**config.mk**
```make
export PLATFORM = sky130hd
export DESIGN_NAME = pll_delay_sweeper
export DESIGN_NICKNAME = d
export VERILOG_FILES = /design/src/rtl/pll_sweep_pkg.sv /design/src/rtl/sweep_timer.sv /design/src/rtl/pll_delay_sweeper.sv
export SDC_FILE = /design/constraint.sdc
export NUM_CORES = 1
export LEC_CHECK = 0
export CAP_MARGIN = 20
export CORE_AREA = 3 3 79 66
export DETAILED_ROUTE_END_ITERATION = 10
export DIE_AREA = 0 0 82 69
export PLACE_DENSITY = 0.92
export SETUP_SLACK_MARGIN = 0.4
export SYNTH_ARGS = -nofsm -noshare
export SYNTH_HDL_FRONTEND = slang
export SYNTH_HIERARCHICAL = 1
export SYNTH_SLANG_ARGS = --single-unit
```
**constraint.sdc**
```tcl
create_clock -name clk -period 3.35 [get_ports clk]
set_clock_uncertainty 0.1 [all_clocks]
set_input_delay 0.67 -clock clk [delete_from_list [all_inputs] [get_ports clk]]
set_output_delay 0.67 -clock clk [all_outputs]
set_load 0.02 [all_outputs]
```
**src/rtl/pll_sweep_pkg.sv**
```systemverilog
// pll_sweep_pkg: mode encodings and sequencer state type shared by the delay sweeper.
package pll_sweep_pkg;
  localparam logic [1:0] MODE_STATIC = 2'd0;
  localparam logic [1:0] MODE_SWEEP = 2'd1;
  localparam logic [1:0] MODE_PINGPONG = 2'd2;
  typedef enum logic [1:0] {IDLE, SETTLE, DWELL} state_t;
endpackage

```
**src/rtl/sweep_timer.sv**
```systemverilog
// sweep_timer: loadable down-counter, expired_o high while the count sits at zero.
module sweep_timer #(
  parameter int W = 24
) (
  input  logic         clk,
  input  logic         rst,
  input  logic         load_i,
  input  logic [W-1:0] val_i,
  output logic         expired_o
);
  logic [W-1:0] cnt_q;
  always_ff @(posedge clk)
    if (rst) cnt_q <= '0;
    else if (load_i) cnt_q <= val_i;
    else if (cnt_q != '0) cnt_q <= cnt_q - 1'b1;
  assign expired_o = cnt_q == '0;
endmodule

```
**src/rtl/pll_delay_sweeper.sv**
```systemverilog
// pll_delay_sweeper: settle/dwell sequencer stepping SB_PLL40 DYNAMICDELAY codes.
// Define PLL_SWEEP_LED_EN to drive the debug led output.
module pll_delay_sweeper
  import pll_sweep_pkg::*;
#(
  parameter int NUM_CHANNELS = 2,
  parameter int CODE_W = 4,
  parameter int CHANNEL_STEP = 0,
  parameter int DWELL_W = 24,
  parameter int SETTLE_CYCLES = 64
) (
  input  logic                           clk,
  input  logic                           reset,
  input  logic                           enable,
  input  logic [1:0]                     mode,
  input  logic [CODE_W-1:0]              start_code,
  input  logic [DWELL_W-1:0]             dwell,
  output logic [NUM_CHANNELS*CODE_W-1:0] delay_codes,
  output logic                           code_valid,
  output logic                           step_strobe,
  output logic                           sweep_wrap,
  output logic [7:0]                     led
);
  localparam int SW = $clog2(SETTLE_CYCLES + 1);
  localparam int TW = DWELL_W > SW ? DWELL_W : SW;
  localparam int MAXC = 2 ** CODE_W - 1;
  state_t state_q;
  logic [CODE_W-1:0] base_q, base_d, pp_base;
  logic dir_q, dir_d, down, hold, expired, t_load;
  logic [TW-1:0] t_val;
  function automatic logic [NUM_CHANNELS*CODE_W-1:0] chan_codes(input logic [CODE_W-1:0] b);
    int s;
    for (int k = 0; k < NUM_CHANNELS; k++) begin
      s = int'(b) + k * CHANNEL_STEP;
      chan_codes[k*CODE_W +: CODE_W] = CODE_W'(s > MAXC ? MAXC : s);
    end
  endfunction
  // Ping-pong turns around at either end regardless of the stored direction.
  always_comb begin
    down = base_q == '1 ? 1'b1 : base_q == '0 ? 1'b0 : dir_q;
    pp_base = down ? base_q - 1'b1 : base_q + 1'b1;
    base_d = mode == MODE_PINGPONG ? pp_base : base_q + 1'b1;
    dir_d = mode == MODE_PINGPONG ? (pp_base == '1) | (down & (pp_base != '0)) : dir_q;
    hold = !(mode == MODE_SWEEP || mode == MODE_PINGPONG);
    t_load = enable & (state_q == IDLE | expired);
    t_val = (state_q == SETTLE || (state_q == DWELL && hold)) ? TW'(dwell) : TW'(SETTLE_CYCLES - 1);
  end
  sweep_timer #(.W(TW)) u_timer (
    .clk      (clk),
    .rst      (reset),
    .load_i   (t_load),
    .val_i    (t_val),
    .expired_o(expired)
  );
  always_ff @(posedge clk)
    if (reset) begin
      state_q <= IDLE;
      base_q <= '0;
      dir_q <= 1'b0;
      delay_codes <= '0;
      code_valid <= 1'b0;
      step_strobe <= 1'b0;
      sweep_wrap <= 1'b0;
    end else if (!enable) begin
      state_q <= IDLE;
      dir_q <= 1'b0;
      code_valid <= 1'b0;
      step_strobe <= 1'b0;
      sweep_wrap <= 1'b0;
    end else begin
      step_strobe <= 1'b0;
      sweep_wrap <= 1'b0;
      unique case (state_q)
        IDLE: begin
          state_q <= SETTLE;
          base_q <= start_code;
          delay_codes <= chan_codes(start_code);
          step_strobe <= 1'b1;
        end
        SETTLE: if (expired) begin
          state_q <= DWELL;
          code_valid <= 1'b1;
        end
        DWELL: if (expired && !hold) begin
          state_q <= SETTLE;
          base_q <= base_d;
          dir_q <= dir_d;
          delay_codes <= chan_codes(base_d);
          step_strobe <= 1'b1;
          sweep_wrap <= base_d == '0;
          code_valid <= 1'b0;
        end
        default: state_q <= IDLE;
      endcase
    end
`ifdef PLL_SWEEP_LED_EN
  always_comb begin
    led = '0;
    led[CODE_W-1:0] = base_q;
    led[6] = dir_q;
    led[7] = code_valid;
  end
`else
  assign led = '0;
`endif
endmodule

```
==> impl_metrics.tcl <==
set metrics [dict create \
    synth.area.mux_share 0.00438 \
    relSlewSlack 0.606 \
    regArea_um2 681 \
    die-width_um 82 \
    grt_pass1_wl_um 8760 \
    post-dp-hpwl_um 4100 \
    dp_cells 375 \
    grt_setup_unrepaired "false" \
    antenna_found_initial 0 \
    worst_skew_pair.late_latency_ns 0.29 \
    core-area_um2 4510 \
    critPathRequiredTime_ns 3.44 \
    postSynthCellCount 285 \
    r2r_slack_ns 0.57 \
    fillCellCount 383 \
    synth_top_family_by_area "simple AND/OR/NAND/NOR gates" \
    numCtsBuffers 5 \
    route.detailed.drc 0 \
    setup_viol 0 \
    synth.top_cell.area_share 0.298 \
    synth_ff_type "dfxtp_1" \
    route.vias.total 2194 \
    async_flop_share 0 \
    min_period_ns 2.78 \
    synth_fa_ha_area_frac 0.0274 \
    yosys-top-cells-count "dfxtp_1, nand2_1, nor2b_1, nor2_1" \
    cts.sinks 34 \
    p_leak_nw 1.02 \
    ys_warn_count 6 \
    drv_cap 0 \
    gp_congestion 0.864 \
    hold_slack_ns 0.424 \
    fin_nets 362 \
    hold_buffers 0 \
    finalSetupTns_ns 0 \
    grt.total_usage 0.197 \
    tritoncts "built" \
    drt_wl_total_um 5690 \
    clkTransAtPathRegs_ns 0.07 \
    cp_cell_sequence "or4_1 -> and4bb_1 -> and3_1 -> nand2b_1 -> a21oi_4 -> o21ai_1 -> a221oi_1" \
    critPathArrivalTime_ns 2.87 \
    synth.largest_area_cell "dfxtp_1" \
    ys_seq_area_frac 0.298 \
    dieArea_um2 5660 \
    root_buffer "clkbuf_8" \
    utilization 0.622 \
    clockBufferDepth 2 \
    drt_first_pass_iters 5 \
    crit_type "register to register" \
    multi_input_area_um2 1450 \
    synth_edf_count 0 \
    max_stage_delay_ns 0.66 \
    ant_nets 0 \
    first_global_vias 1886 \
    critPathMaxFanout 7 \
    ys_ff_latch 34 \
    synth-compound-area-share 0.190 \
    fp.dieH_um 69 \
    viasPerCell 5.70 \
    synth.avg_cell_area_um2 8.03 \
    critPathCaptureType "register" \
    synthTopCellsByArea "dfxtp_1, nor2b_1, nand2_1" \
    hold_path.class "register to register" \
    antennaDiodeCount 0 \
    power_density_nw_per_um2 459 \
    fin_crit_sh 0.829 \
    worst_pin_slew_ns 0.591 \
    first_iter_violations 136 \
    htree_levels 2 \
    timing.fmax_mhz 360 \
    wl_per_cell_um 14.8 \
    crit_path_top_delay_cell "or4_1" \
    slew_violations 0 \
    grt_start_max_net_pins 22 \
    synth_xor_area_frac 0.0804 \
    total_power_mw 1.29 \
    critPathLaunchType "register" \
    num_io_pins 52 \
    layoutNonFillerInstCount 385 \
    initial_utilization 0.507 \
    synthSimpleGateAreaFrac 0.312 \
    ir_drop_uv 269 \
    row_count 22 \
    drive_above_1_share 0.0800 \
    ys_types 59 \
    hold_viol_final 0 \
    syn_area_um2 2290 \
    overflow 0 \
    io_buffers 43 \
    status "completed" \
    area.growth.synth_to_final_pct 22.8 \
]
## layer usage
layer,vias to the layer above,wire length (µm),track usage
met2,99,2700,0.299
met1,1023,2450,0.268
met5,-,0,0
met3,11,443,0.0483
met4,0,92,0.0738
li1,1061,-,-
## what timing repair did
item                       4_1_cts  5_1_grt
buffers inserted                 0        1
setup endpoints to repair        0       16
resized for setup                0        2
## cells in the final DEF, fill, tap and decap left out, types with 5 or more instances in the layout
master / synthesis / final
a21oi_1: 14 / 14
conb_1: 1 / 8
clkbuf_8: 0 / 6
xnor2_1: 7 / 7
nor2_1: 15 / 15
nand2_1: 34 / 34
xor2_1: 14 / 14
nor3_1: 10 / 10
nor2b_1: 23 / 23
or2_1: 6 / 6
or3_1: 7 / 7
nand2b_1: 8 / 7
dfxtp_1: 34 / 34
clkdlybuf4s50_1: 0 / 43
o21ai_0: 14 / 14
inv_1: 8 / 8
ha_1: 5 / 5
buf_4: 13 / 7
## worst paths after layout
check                    from    endpoint  depth (start not counted)
max          u_timer/cnt_q[4]   base_q[0]                          7
min                code_valid  code_valid                          2
max reg2reg  u_timer/cnt_q[4]   base_q[0]                          7
min reg2reg        code_valid  code_valid                          2
## flip-flops by register name (all words and copies together), names as in the netlist
name,count
base_q,1
code_valid,1
delay_codes,3
dir_q,1
state_q,2
step_strobe,1
sweep_wrap,1
u_timer/cnt_q,24
## power by group
group,switching [mW],internal (mW)
sequential,0.0534,0.451
combinational,0.255,0.214
clock,0.148,0.166
## through the flow
step / setup WS [ns] / instance area, µm²
floorplan: 0.528 / 2310
global placement: 0.568 / 2700
detailed placement: 0.440 / 2700
CTS: 0.436 / 2790
global route: 0.414 / 2810
finish: 0.571 / 2810
## critical path, delay by kind of cell, from the launching register on
kind | cells | cell delay, ns
AO/OA/AOI/OAI | 3 | 0.66
AND/OR/NAND/NOR | 4 | 1.55
flip-flops | 1 | 0.35
## area by class of cell
type                            count  share of cell area
Tap cell                           60              0.0267
Clock buffer                        7              0.0307
Clock inverter                      1             0.00178
Inverter                            8              0.0107
Timing Repair Buffer               50               0.172
Sequential cell                    34               0.242
Multi-Input combinational cell    225               0.516
## cells by family after synthesis
kind of cell | count (synthesis)
AOI/OAI and AO/OA | 59
xor gates and xnor gates | 21
adders and majority gates | 5
buffers and inverters | 34
DFF | 34
muxes | 1
other | 1
and+or+nand+nor | 130
Note: power is estimated with default switching activity, not from simulation.
